$ cat src/rtl/dm_access_ctrl_if.sv
// -----------------------------------------------------------------------------
// dm_access_ctrl_if
// Multi-cycle req/ack data-memory bus between the MEM-stage access controller
// (master) and the data memory or bus fabric (slave).
//   bus_req    master->slave  request, held until bus_ack
//   bus_we     master->slave  write request
//   bus_addr   master->slave  word-aligned address
//   bus_byteen master->slave  byte-lane enables
//   bus_wdata  master->slave  lane-aligned store data
//   bus_ack    slave->master  single-cycle completion strobe
//   bus_rdata  slave->master  read data, valid with bus_ack
// -----------------------------------------------------------------------------
interface dm_access_ctrl_if;
    logic        bus_req;
    logic        bus_we;
    logic [31:0] bus_addr;
    logic [3:0]  bus_byteen;
    logic [31:0] bus_wdata;
    logic        bus_ack;
    logic [31:0] bus_rdata;

    modport master (
        output bus_req, bus_we, bus_addr, bus_byteen, bus_wdata,
        input  bus_ack, bus_rdata
    );

    modport slave (
        input  bus_req, bus_we, bus_addr, bus_byteen, bus_wdata,
        output bus_ack, bus_rdata
    );
endinterface

$ cat src/rtl/dm_access_ctrl.sv
// -----------------------------------------------------------------------------
// dm_access_ctrl
// MEM-stage data-memory access controller. Takes the decoded byte enables and
// load op of the MEM-stage instruction, runs one req/ack bus transaction,
// stalls the pipeline until it completes and hands extended load data to WB.
// Misaligned accesses are flagged and never reach the bus; a transaction with
// no ack within TIMEOUT_CYC wait cycles is abandoned and reported.
//
// Ports:
//   clk           system clock, rising edge
//   reset         asynchronous active-low reset
//   m_valid       MEM-stage instruction valid
//   m_load        instruction is a load
//   m_addr        effective address
//   m_wdata       store data, unshifted
//   m_byteen      store byte enables (0 for loads)
//   m_loadop      load op: 0001 lb, 0010 lh, 0011 lbu, 0100 lhu, else word
//   stall_m       hold IF/ID/EX/MEM this cycle
//   m_adel        load address misaligned (combinational)
//   m_ades        store address misaligned (combinational)
//   bus           data-memory bus, master side
//   w_rdata       extended load data for WB
//   w_load_valid  one-cycle pulse: w_rdata updated by a load
//   w_buserr      one-cycle pulse: access timed out
// -----------------------------------------------------------------------------
module dm_access_ctrl #(
    parameter int unsigned TIMEOUT_CYC = 255
) (
    input  logic                   clk,
    input  logic                   reset,
    input  logic                   m_valid,
    input  logic                   m_load,
    input  logic [31:0]            m_addr,
    input  logic [31:0]            m_wdata,
    input  logic [3:0]             m_byteen,
    input  logic [3:0]             m_loadop,
    output logic                   stall_m,
    output logic                   m_adel,
    output logic                   m_ades,
    dm_access_ctrl_if.master       bus,
    output logic [31:0]            w_rdata,
    output logic                   w_load_valid,
    output logic                   w_buserr
);

    typedef enum logic {
        IDLE,
        WAIT
    } state_t;

    localparam logic [15:0] TO_LAST = 16'(TIMEOUT_CYC - 1);

    state_t      state;
    logic [15:0] wait_cnt;
    logic [3:0]  loadop_lat;
    logic [1:0]  addr_lo_lat;

    logic        is_byte;
    logic        is_half;
    logic        is_word;
    logic        access;
    logic        in_wait;
    logic        timeout;
    logic [3:0]  load_byteen;
    logic [4:0]  lane_shift;

    // Load size decode; any unlisted code behaves as a word load.
    assign is_byte = (m_loadop == 4'b0001) || (m_loadop == 4'b0011);
    assign is_half = (m_loadop == 4'b0010) || (m_loadop == 4'b0100);
    assign is_word = !is_byte && !is_half;

    assign m_adel = m_valid && m_load &&
                    ((is_word && (m_addr[1:0] != 2'b00)) || (is_half && m_addr[0]));

    assign m_ades = m_valid && !m_load &&
                    (((m_byteen == 4'b1111) && (m_addr[1:0] != 2'b00)) ||
                     (((m_byteen == 4'b0011) || (m_byteen == 4'b1100)) && m_addr[0]));

    assign access  = m_valid && (m_load || (m_byteen != 4'b0000)) && !m_adel && !m_ades;
    assign in_wait = (state == WAIT);
    assign timeout = in_wait && !bus.bus_ack && (wait_cnt == TO_LAST);

    // Released in the completing cycle so the pipeline advances on the same
    // edge that returns the FSM to IDLE; the access is never re-issued.
    assign stall_m = access && !(in_wait && (bus.bus_ack || timeout));

    assign lane_shift = {m_addr[1:0], 3'b000};

    // NOTE: every signal assigned in always_comb gets a default first, so no
    // path through the case can leave it unassigned and infer a latch.
    always_comb begin
        load_byteen = 4'b1111;
        if (is_byte) begin
            load_byteen = 4'b0001 << m_addr[1:0];
        end else if (is_half) begin
            load_byteen = 4'b0011 << m_addr[1:0];
        end
    end

    // Move the addressed lane down to bit 0, then extend from bit 7 or 15.
    function automatic logic [31:0] extend_load(input logic [31:0] rdata,
                                                input logic [1:0]  addr_lo,
                                                input logic [3:0]  op);
        logic [31:0] lane;
        lane = rdata >> {addr_lo, 3'b000};
        case (op)
            4'b0001: extend_load = {{24{lane[7]}}, lane[7:0]};
            4'b0010: extend_load = {{16{lane[15]}}, lane[15:0]};
            4'b0011: extend_load = {24'h0, lane[7:0]};
            4'b0100: extend_load = {16'h0, lane[15:0]};
            default: extend_load = lane;
        endcase
    endfunction

    // NOTE: sequential state is updated only with non-blocking assignments so
    // every register samples the pre-edge values regardless of statement order.
    always_ff @(posedge clk or negedge reset) begin
        if (!reset) begin
            state          <= IDLE;
            wait_cnt       <= '0;
            loadop_lat     <= '0;
            addr_lo_lat    <= '0;
            bus.bus_req    <= 1'b0;
            bus.bus_we     <= 1'b0;
            bus.bus_addr   <= '0;
            bus.bus_byteen <= '0;
            bus.bus_wdata  <= '0;
            w_rdata        <= '0;
            w_load_valid   <= 1'b0;
            w_buserr       <= 1'b0;
        end else begin
            w_load_valid <= 1'b0;
            w_buserr     <= 1'b0;

            case (state)
                IDLE: begin
                    // An ack seen here belongs to no transaction and is ignored.
                    if (access) begin
                        bus.bus_req    <= 1'b1;
                        bus.bus_we     <= !m_load;
                        bus.bus_addr   <= {m_addr[31:2], 2'b00};
                        bus.bus_byteen <= m_load ? load_byteen : m_byteen;
                        bus.bus_wdata  <= m_wdata << lane_shift;
                        loadop_lat     <= m_loadop;
                        addr_lo_lat    <= m_addr[1:0];
                        wait_cnt       <= '0;
                        state          <= WAIT;
                    end
                end

                WAIT: begin
                    if (bus.bus_ack) begin
                        bus.bus_req <= 1'b0;
                        if (!bus.bus_we) begin
                            w_rdata      <= extend_load(bus.bus_rdata, addr_lo_lat, loadop_lat);
                            w_load_valid <= 1'b1;
                        end
                        state <= IDLE;
                    end else if (timeout) begin
                        bus.bus_req <= 1'b0;
                        w_rdata     <= '0;
                        w_buserr    <= 1'b1;
                        state       <= IDLE;
                    end else begin
                        wait_cnt <= wait_cnt + 16'd1;
                    end
                end

                default: state <= IDLE;
            endcase
        end
    end

endmodule

$ cat src/flat_wrapper.sv
// flat-port wrapper written by rule: the top's interface ports become plain ports
module dm_access_ctrl_flat 
#(
    parameter int unsigned TIMEOUT_CYC = 255
)
  (clk, reset, m_valid, m_load, m_addr, m_wdata, m_byteen, m_loadop, stall_m, m_adel, m_ades, w_rdata, w_load_valid, w_buserr, bus_bus_req, bus_bus_we, bus_bus_addr, bus_bus_byteen, bus_bus_wdata, bus_bus_ack, bus_bus_rdata);
  dm_access_ctrl_if bus_i ();
  input  logic clk;
  input  logic reset;
  input  logic m_valid;
  input  logic m_load;
  input  logic [31:0] m_addr;
  input  logic [31:0] m_wdata;
  input  logic [3:0] m_byteen;
  input  logic [3:0] m_loadop;
  output logic stall_m;
  output logic m_adel;
  output logic m_ades;
  output logic [31:0] w_rdata;
  output logic w_load_valid;
  output logic w_buserr;
  output wire logic [$bits(bus_i.bus_req)-1:0] bus_bus_req;
  output wire logic [$bits(bus_i.bus_we)-1:0] bus_bus_we;
  output wire logic [$bits(bus_i.bus_addr)-1:0] bus_bus_addr;
  output wire logic [$bits(bus_i.bus_byteen)-1:0] bus_bus_byteen;
  output wire logic [$bits(bus_i.bus_wdata)-1:0] bus_bus_wdata;
  input wire logic [$bits(bus_i.bus_ack)-1:0] bus_bus_ack;
  input wire logic [$bits(bus_i.bus_rdata)-1:0] bus_bus_rdata;
  assign bus_bus_req = bus_i.bus_req;
  assign bus_bus_we = bus_i.bus_we;
  assign bus_bus_addr = bus_i.bus_addr;
  assign bus_bus_byteen = bus_i.bus_byteen;
  assign bus_bus_wdata = bus_i.bus_wdata;
  assign bus_i.bus_ack = bus_bus_ack;
  assign bus_i.bus_rdata = bus_bus_rdata;
  dm_access_ctrl #(.TIMEOUT_CYC(TIMEOUT_CYC)) u_core (.clk(clk), .reset(reset), .m_valid(m_valid), .m_load(m_load), .m_addr(m_addr), .m_wdata(m_wdata), .m_byteen(m_byteen), .m_loadop(m_loadop), .stall_m(stall_m), .m_adel(m_adel), .m_ades(m_ades), .bus(bus_i), .w_rdata(w_rdata), .w_load_valid(w_load_valid), .w_buserr(w_buserr));
endmodule
$ cat config.mk
export PLATFORM = sky130hd
export DESIGN_NAME = dm_access_ctrl_flat
export DESIGN_NICKNAME = d
export VERILOG_FILES = /design/src/rtl/dm_access_ctrl_if.sv /design/src/rtl/dm_access_ctrl.sv /design/src/flat_wrapper.sv
export SDC_FILE = /design/constraint.sdc
export NUM_CORES = 1
export LEC_CHECK = 0
export BUFFER_PORTS_ARGS = -buffer_cell sky130_fd_sc_hd__buf_2
export CAP_MARGIN = 20
export CORE_MARGIN = 4
export CORE_UTILIZATION = 30
export CTS_BUF_LIST = sky130_fd_sc_hd__clkbuf_4
export DETAILED_ROUTE_END_ITERATION = 6
export PLACE_DENSITY = 0.5
export RECOVER_POWER = 50
export SYNTH_ARGS = -nofsm -noshare
export SYNTH_HDL_FRONTEND = slang
export SYNTH_SLANG_ARGS = --single-unit
$ cat constraint.sdc
create_clock -name clk -period 4.1 [get_ports clk]
set_input_delay 0 -clock clk [delete_from_list [all_inputs] [get_ports clk]]
set_output_delay 0 -clock clk [all_outputs]
set_load 0.005 [all_outputs]
==> results.yml, run 1 <==
synth:
  ys_types: 62
  synth-seq-cells: 125
  syn_area_sq_um: 6385
  syn_area_per_cell_sq_um: 10.38
  yosysSeqAreaShare_pct: 48.99
  synth_edf_count: 0
  ys.flop_type: "dfrtp_1"
  yosys_warnings: 0
  async_reset_ff_share_pct: 100.0
  synthCells: 615
global_routing:
  grt_pass1_vias: 5744
  grt_max_degree: 97
  antenna_found_initial: 0
  grt.total_usage_pct: 16.84
  overflow: 0
  grt_pass1_wl_um: 31960
timing:
  rsz0062_at_grt: "no"
  slew_viol_final: 97
  final.setup.tns_ns: 0
  tightest_slew_ns: 2.501
  setup_viol: 0
  period_share_pct: 71.56
  fin_crit_ns: 2.934
  hold_viol_final: 0
  max_freq_mhz: 340.8
  max-slew-margin-rel_pct: -66.71
  finalWorstSetupSlack_ns: 1.166
  fin_worst_skew_ns: 0.02141
cts:
  clock_tree.htree_level_count: 4
  cts_root_buf: "clkbuf_4"
  tritoncts.num_buffers: 17
  clock_latency_ns: 0.52
  cts.sinks: 125
  ctsResizeCount: 0
  clockBufferDepth: 2
  clkTransAtPathRegs_ns: 0.10
  cts_tree: "done"
final_layout:
  drive_above_1_share_pct: 29.26
  area_growth_pct: 41.02
  fin_cells: 1216
  n_fill_cell: 2098
  nets: 1044
routing:
  dr_total_vias: 5830
  wirelength_um: 20520
  firstDrtPassIters: 5
  drt-wirelength-per-cell_um: 16.87
  postRouteAntennaNets: 0
  drt-initial-drc-count: 348
  vias_per_cell: 4.794
  drc: 0
critical_path:
  cp_cell_sequence: "buf_4, mux2_2, dlygate4sd3_1, o21ai_0, dlygate4sd3_1, o31ai_1"
  crit_fanout: 18
  cpMaxStageDelayCell: "dfrtp_1"
  cp.required_ns: 4.49
  max_stage_delay_ns: 0.72
  worstSetupPathType: "reg -> reg"
  cp.arrival_ns: 3.32
  critical_path.most_common_cell: "dlygate4sd3_1"
  start_kind: "register"
  cp-end-kind: "register"
die:
  chipHeight_um: 153.9
  rows: 53
  start_util_pct: 30.47
  num_io_pins: 216
  chipWidth_um: 153.9
  dieArea_sq_um: 23680
  core_sq_um: 20960
place:
  gp_congestion: 0.8034
  dp.cells: 1073
  dpl.hpwl_um: 14310
  io_buffers: 213
  post-place-ws_ns: 1.507
pwr:
  power.density_nw_per_um2: 453.6
  power.total_uw: 4084
  p_leak_uw: 0.004039
  peakVddDrop_mv: 0.2060
  netSwitchingPower_uw: 1444
  p_sw_share_pct: 35.36
  clock_power_share_pct: 18.1
  pwr-share-seq_pct: 46.8
  power.internal_uw: 2640
  comb_power_share_pct: 35.1
worst_hold_path:
  hold_class: "in -> reg"
flow_run:
  maxCapViolCount: 1
run_status:
  status: "finished, violations left"
  failed_checks: "capacitance limit, slew limit"
## sequential cells by signal, summed over array words and instances, names as in the netlist, 2 cells and up
signal                 count
u_core.bus.bus_addr       30
u_core.addr_lo_lat         2
u_core.wait_cnt           16
u_core.bus.bus_wdata      32
u_core.w_rdata            32
u_core.bus.bus_byteen      4
u_core.loadop_lat          4
## final cells by class
cell class | instances | area (sq um) | share of cell area (%)
flip-flops and latches | 125 | 3128 | 34.74
clock buffers | 19 | 142.6 | 1.584
repair buffers | 334 | 2211 | 24.56
clock inverters | 11 | 78.83 | 0.8755
diodes | 1 | 2.502 | 0.02779
inverters | 9 | 36.28 | 0.4030
multi-input cells | 442 | 3060 | 33.99
well taps | 275 | 344.1 | 3.822
## synth_stat cells, types with 4 or more instances
cell	instances	area [sq um]
a211oi_1	9	67.56
a21oi_1	30	150.1
a22o_1	8	70.07
a31oi_1	10	62.56
buf_1	5	18.77
buf_2	10	50.05
clkbuf_1	23	86.33
dfrtp_1	125	3128
ha_1	6	75.07
inv_1	7	26.28
mux2_1	4	45.04
mux2_2	57	641.9
mux2i_1	34	340.3
nand2_1	70	262.8
nand3_1	25	125.1
nand4_1	4	25.02
nor2_1	16	60.06
nor2b_1	11	68.82
nor3_1	9	45.04
o21ai_0	67	335.3
o22a_2	7	70.07
o31ai_1	15	112.6
## through the flow
stage                     instance area [sq um]  hold slack, ns  util, %
after detailed placement                   7734          0.1803    36.91
final                                      9004         0.09419    42.97
after floorplan                            6389         -0.2956        -
after global placement                     7734          0.1920    36.91
after CTS                                  9076        0.001709    43.31
after global routing                       9001         0.07358    42.95
## power groups by stage
| stage | Combinational (uW) | Clock, uW | Sequential [uW] |
|---|---|---|---|
| floorplan | 732 | 0 | 1880 |
| global placement | 1370 | 0 | 1930 |
| detailed placement | 1380 | 0 | 1920 |
| CTS | 1490 | 778 | 1900 |
| global route | 1590 | 841 | 1960 |
| finish | 1430 | 740 | 1910 |
## worst max-delay path: cells and delay by family, from the launching register on
kind            cells  cell delay (ns)
buf+inv             3             1.53
flops               1             0.72
compound gates      2             0.19
mux                 1             0.36
## repair_timing
| item | 4_1_cts | 5_1_grt |
|---|---|---|
| hold buffers | 112 | 0 |
| buffers inserted | 0 | 0 |
| endpoints found under the hold margin | 207 | 0 |
## metal layers
layer  global-route usage (%)  vias up  share of wire (%)
met5                        0        -                  0
met4                    4.037        0                1.3
met3                    4.813       17                6.4
met2                    25.51      204                 46
met1                    23.91     2727                 47
li1                         -     2882                  -
## final timing paths
kind,startpoint,end,slack [ns],depth (start not counted)
max,u_core.addr_lo_lat[0]$_DFFE_PN0P_,u_core.w_rdata[4]$_DFFE_PN0P_,1.17,6
min,bus_bus_rdata[9],u_core.w_rdata[9]$_DFFE_PN0P_,0.09,5
max reg2reg,u_core.addr_lo_lat[0]$_DFFE_PN0P_,u_core.w_rdata[4]$_DFFE_PN0P_,1.17,6
min reg2reg,u_core.w_rdata[15]$_DFFE_PN0P_,u_core.w_rdata[15]$_DFFE_PN0P_,0.49,2
max in group asynchronous,reset,u_core.addr_lo_lat[0]$_DFFE_PN0P_,1.80,3
min in group asynchronous,reset,u_core.w_rdata[3]$_DFFE_PN0P_,0.80,2
## cells by family (layout without fill, tap and decap cells)
group	Yosys count	in the layout	synth area share, %
buf+inv	49	373	3.233
simple gates	173	173	14.23
mux	95	95	16.09
other cells	1	3	0.05873
compound gates	164	164	15.95
xor+xnor	2	2	0.2744
flops	125	125	48.99
fa+ha+maj	6	6	1.176
## placed cells by master (no fill, tap or decap), types with 8 or more instances in the layout
| master | n |
|---|---|
| mux2_2 | 57 |
| a22o_1 | 8 |
| clkbuf_1 | 55 |
| nand2_1 | 70 |
| nor2b_1 | 11 |
| buf_2 | 157 |
| clkbuf_4 | 19 |
| o31ai_1 | 15 |
| o21ai_0 | 67 |
| dlygate4sd3_1 | 112 |
| nor2_1 | 16 |
| a21oi_1 | 30 |
| nand3_1 | 25 |
| dfrtp_1 | 125 |
| mux2i_1 | 34 |
| a31oi_1 | 9 |
| nor3_1 | 9 |
| a211oi_1 | 9 |
(Power assumes the default switching activity.)
==> run 2, diff against run 1 <==
Settings changed: PLACE_DENSITY 0.5 to 0.52.
Clock period 4.1 ns to 2.6 ns, I/O delays scaled along.
==> run 2 against run 1 <==
  * The flow still finishes with violations (capacitance limit, slew limit)
  * Power rose by 62%
  * Count of clock-buffer cells in the layout decreased by 2
  * Clock power rose by 82%
  * Critical path type is now reg -> out
  * Clock skew fell by 0.0049 ns
  * Final cell count increased by 0.66%
  * Die area unchanged
  * Largest power group unchanged
  * Routed wire length shrank 1.8%
  * Combinational power increased by 62%
  * Via count up 1.2%
  * Register-to-register slack worse by 0.86 ns
  * Critical endpoint is now stall_m
==> results.yml, run 2 (same netlist as run 1, synthesis figures left out) <==
cts:
  cts.sinks: 125
  ctsResizeCount: 0
  clkTransAtPathRegs_ns: 0.11
  clock_latency_ns: 0.54
  clockBufferDepth: 2
  clock_tree.htree_level_count: 4
  tritoncts.num_buffers: 17
  cts_root_buf: "clkbuf_4"
  cts_tree: "done"
run_status:
  status: "finished, violations left"
  failed_checks: "capacitance limit, slew limit"
die:
  core_sq_um: 20960
  rows: 53
  chipHeight_um: 153.9
  num_io_pins: 216
  chipWidth_um: 153.9
  start_util_pct: 30.47
  dieArea_sq_um: 23680
timing:
  period_share_pct: 91.45
  final.setup.tns_ns: 0
  setup_viol: 0
  finalWorstSetupSlack_ns: 0.2223
  max_freq_mhz: 420.6
  tightest_slew_ns: 1.761
  max-slew-margin-rel_pct: -17.43
  hold_ws_ns: 0.04271
  hold_viol_final: 0
  slew_viol_final: 67
  fin_crit_ns: 2.378
  rsz0062_at_grt: "no"
  fin_worst_skew_ns: 0.01651
final_layout:
  nets: 1051
  final_core_util_pct: 43.37
  largest_registers: "u_core.bus.bus_wdata: 32 flops, u_core.w_rdata: 32 flops, u_core.bus.bus_addr: 30 flops"
  n_antenna_cell: 0
  area_growth_pct: 42.33
  final_common_cell: "buf_2"
  final_cell_mix: "169 x buf_2, 125 x dfrtp_1, 106 x dlygate4sd3_1, 70 x nand2_1, 67 x o21ai_0"
  drive_above_1_share_pct: 32.14
critical_path:
  crit_cells: 5
  crit_fanout: 7
  cp.arrival_ns: 2.38
  cp-end-kind: "primary output"
  max_stage_delay_ns: 0.59
  crit_end: "stall_m"
  cpMaxStageDelayCell: "or4_1"
  crit_family: "simple AND/OR/NAND/NOR gates"
  r2r-end: "u_core.wait_cnt[7]$_DFFE_PN0P_"
  start_kind: "register"
  worst-path-buf-inv: 1
  critPathLaunch: "u_core.wait_cnt[13]$_DFFE_PN0P_"
  worstSetupPathType: "reg -> out"
  reg2reg_slack_ns: 0.31
  ff2ff_path_depth: 7
  worstReg2RegStart: "u_core.wait_cnt[13]$_DFFE_PN0P_"
  cp_cell_sequence: "or4_1, nor4_4, o21ai_0, nor4b_1, buf_2"
  cp.required_ns: 2.60
routing:
  drt-initial-drc-count: 353
  postRouteAntennaNets: 0
  vias_per_cell: 4.819
  wirelength_um: 20160
  drt-wirelength-per-cell_um: 16.47
  dr_total_vias: 5898
  firstDrtPassIters: 4
  drc: 0
global_routing:
  overflow: 0
  grt.total_usage_pct: 17.11
  grt_max_degree: 67
  antenna_found_initial: 0
  grt_pass1_wl_um: 33060
  grt_pass1_vias: 6011
pwr:
  power.density_nw_per_um2: 727.2
  p_leak_uw: 0.004124
  peakVddDrop_mv: 0.2353
  power.total_uw: 6608
place:
  post-place-ws_ns: 0.3022
  gp_congestion: 0.7881
  dpl.hpwl_um: 14290
  io_buffers: 213
flow_run:
  maxCapViolCount: 1
worst_hold_path:
  hold_class: "in -> reg"
-- run 2: report_power, final --
group / switching (uW) / total, uW / internal (uW) / leakage, uW
clock: 785 / 1350 / 565 / 0.000139
combinational: 1140 / 2310 / 1170 / 0.00242
sequential: 404 / 2950 / 2540 / 0.00157
-- run 2: how the worst min path moves through the flow --
stage | startpoint | to | slack [ns] | cells past startpoint
floorplan | reset | u_core.addr_lo_lat[0]$_DFFE_PN0P_ | -0.30 | 0
global placement | reset | u_core.bus.bus_addr[9]$_DFFE_PN0P_ | 0.07 | 1
detailed placement | reset | u_core.bus.bus_addr[6]$_DFFE_PN0P_ | 0.07 | 1
CTS | reset | u_core.bus.bus_byteen[1]$_DFFE_PN0P_ | 0.0003 | 2
global route | bus_bus_rdata[12] | u_core.w_rdata[4]$_DFFE_PN0P_ | 0.03 | 4
finish | bus_bus_rdata[12] | u_core.w_rdata[4]$_DFFE_PN0P_ | 0.04 | 4
-- run 2: per-layer routing --
layer,GRT usage (%),routed length (um)
met1,24.16,9406
met2,26.57,9275
met3,4.869,1350
met4,3.154,123
met5,0,0
-- run 2: area by class of cell --
class | instances | area, sq um
fill | 2085 | 11870
sequential | 125 | 3128
multi-input combinational | 442 | 3060
timing repair buffer | 341 | 2243
tap | 275 | 344.1
clock inverter | 15 | 147.6
clock buffer | 17 | 127.6
inverter | 9 | 36.28
-- run 2: stage by stage --
stage | cells | instance area [sq um]
detailed placement | 1084 | 7816
CTS | 1222 | 9153
floorplan | 616 | 6389
global placement | 1084 | 7816
global route | 1224 | 9087
finish | 1224 | 9087
-- run 2: worst register-to-register path, cell delays in order (launching register included) --
cell	delay (ns)
dfrtp_1	0.44
or4_1	0.59
nor4_4	0.34
buf_4	0.18
nor3_4	0.06
nor3_4	0.29
buf_4	0.21
a211o_2	0.13
-- run 2: timing repair --
action	in CTS	in global routing
pin swaps	1	1
hold buffers	106	0
setup endpoints to repair	1	1
endpoints found under the hold margin	238	0
buffers inserted	0	2
==> run 3, diff against run 2 <==
Settings changed: CORE_UTILIZATION 30 to 47, PLACE_DENSITY 0.52 to 0.76.
==> run 3 against run 2 <==
  * The run still ends with capacitance limit, slew limit left
  * Die area is 34% lower
  * Combinational power increased by 2%
  * Worst setup slack worse by 0.044 ns
  * Sequential power up 1%
  * Core utilization grew 25 points
  * Final cell count decreased by 7.8%
  * Routed wire length grew 3.0%
  * Non-clock buffer count up 5
  * Clock power up 17%
  * Flip-flop and latch count did not move
  * Largest cell class unchanged
  * Largest power group unchanged
==> results.yml, run 3 (same netlist as run 1, synthesis figures left out) <==
die:
  rows: 42
  dieArea_sq_um: 15510
  chipHeight_um: 124.6
  core_sq_um: 13300
  num_io_pins: 216
  chipWidth_um: 124.6
  start_util_pct: 48.02
final_layout:
  n_antenna_cell: 0
  nets: 1056
  largest_registers: "u_core.bus.bus_wdata: 32 flops, u_core.w_rdata: 32 flops, u_core.bus.bus_addr: 30 flops"
  final_cell_mix: "178 x buf_2, 125 x dfrtp_1, 114 x dlygate4sd3_1, 70 x nand2_1, 67 x o21ai_0"
  final_common_cell: "buf_2"
  n_fill_cell: 984
  drive_above_1_share_pct: 32.00
  area_growth_pct: 42.33
cts:
  clock_latency_ns: 0.54
  clockBufferDepth: 2
  cts_tree: "done"
  clkTransAtPathRegs_ns: 0.10
  clock_tree.htree_level_count: 4
  cts.sinks: 125
  ctsResizeCount: 0
  tritoncts.num_buffers: 17
  cts_root_buf: "clkbuf_4"
routing:
  wirelength_um: 20770
  vias_per_cell: 5.587
  drt-wirelength-per-cell_um: 18.39
  drc: 0
  drt-initial-drc-count: 443
  firstDrtPassIters: 4
  postRouteAntennaNets: 0
  dr_total_vias: 6308
timing:
  final.setup.tns_ns: 0
  hold_ws_ns: 0.03691
  fin_worst_skew_ns: 0.01462
  setup_viol: 0
  rsz0062_at_grt: "no"
  slew_viol_final: 33
  max-slew-margin-rel_pct: -16.76
  period_share_pct: 93.15
  hold_viol_final: 0
  fin_crit_ns: 2.422
  max_freq_mhz: 412.9
  tightest_slew_ns: 1.751
run_status:
  failed_checks: "capacitance limit, slew limit"
  status: "finished, violations left"
critical_path:
  cp.arrival_ns: 2.42
  cp-end-kind: "primary output"
  worstSetupPathType: "in -> out"
  crit_fanout: 7
  worstReg2RegStart: "u_core.addr_lo_lat[0]$_DFFE_PN0P_"
  critPathLaunch: "m_addr[0]"
  start_kind: "input pin"
  cp.required_ns: 2.60
global_routing:
  overflow: 0
  grt_pass1_wl_um: 34120
  grt.total_usage_pct: 26.93
  antenna_found_initial: 0
  grt_max_degree: 94
  grt_pass1_vias: 6550
pwr:
  power.density_nw_per_um2: 763.3
  peakVddDrop_mv: 0.4006
  p_leak_uw: 0.004195
place:
  gp_congestion: 0.8838
  dpl.hpwl_um: 13040
  io_buffers: 213
worst_hold_path:
  hold_class: "in -> reg"
  worstHoldStart: "bus_bus_rdata[8]"
flow_run:
  maxCapViolCount: 1
run 3: changes by cell type in the layout (fill, tap and decap cells not counted), moves of 3 or more:
cell / previous run / this run
clkinv_2: 3 / 0
dlygate4sd3_1: 106 / 114
buf_2: 169 / 178
bufinv_16: 2 / 5
clkbuf_1: 41 / 36
clkbuf_2: 4 / 0
clkinv_1: 3 / 6
run 3: per-stage QoR:
stage                     instance area [sq um]  total power (uW)  util (%)  worst slack [ns]  std cells
final                                      9087              6936     68.35            0.1781       1129
after global routing                       9087              7365     68.35           0.02861       1129
after CTS                                  9155              6947     68.86           0.07655       1128
after detailed placement                   7666              5185     57.66            0.2376        982
after global placement                     7666              5112     57.66            0.3095        982
after floorplan                            6389              4113         -            0.1023        616
run 3: path summary, 6_finish.rpt:
kind | slack (ns) | to | depth (start not counted)
worst max-delay path | 0.18 | stall_m | 10
worst min-delay path | 0.04 | u_core.w_rdata[0]$_DFFE_PN0P_ | 4
min in group asynchronous | 0.98 | u_core.wait_cnt[1]$_DFFE_PN0P_ | 4
worst max register to register | 0.20 | u_core.w_rdata[21]$_DFFE_PN0P_ | 6
worst min register to register | 0.49 | u_core.w_rdata[0]$_DFFE_PN0P_ | 2
max in group asynchronous | 0.44 | u_core.w_rdata[25]$_DFFE_PN0P_ | 4
run 3: power breakdown:
group / internal [uW] / switching (uW)
Combinational: 1200 / 1160
Sequential: 2540 / 443
Clock: 838 / 747
Total: 4590 / 2350
run 3: final cells by class:
class | count | area [sq um] | share of cell area, %
well taps | 176 | 220.2 | 2.423
clock inverters | 14 | 200.2 | 2.203
flip-flops and latches | 125 | 3128 | 34.42
inverters | 9 | 36.28 | 0.3993
repair buffers | 346 | 2315 | 25.47
clock buffers | 17 | 127.6 | 1.404
multi-input cells | 442 | 3060 | 33.68
run 3: what timing repair did:
action | 4_1_cts | 5_1_grt
setup endpoints to repair | 1 | 1
pin swaps | 1 | 1
endpoints found under the hold margin | 238 | 0
hold buffers | 115 | 0
buffers inserted | 0 | 1
run 3: critical path, stage by stage:
cell,delay [ns]
dlygate4sd3_1,0.54
buf_2,0.17
inv_1,0.15
ha_1,0.27
nor2_1,0.05
o21ai_0,0.28
o211ai_1,0.19
and3_1,0.23
nor4b_1,0.35
buf_2,0.18
run 3: per-layer routing:
metal / up-vias / GRT usage [%] / wire length [um]
li1: 2900 / - / -
met1: 3015 / 31.54 / 8014
met2: 324 / 44.40 / 10220
met3: 69 / 8.533 / 1663
met4: 0 / 13.80 / 867
met5: - / 0 / 0
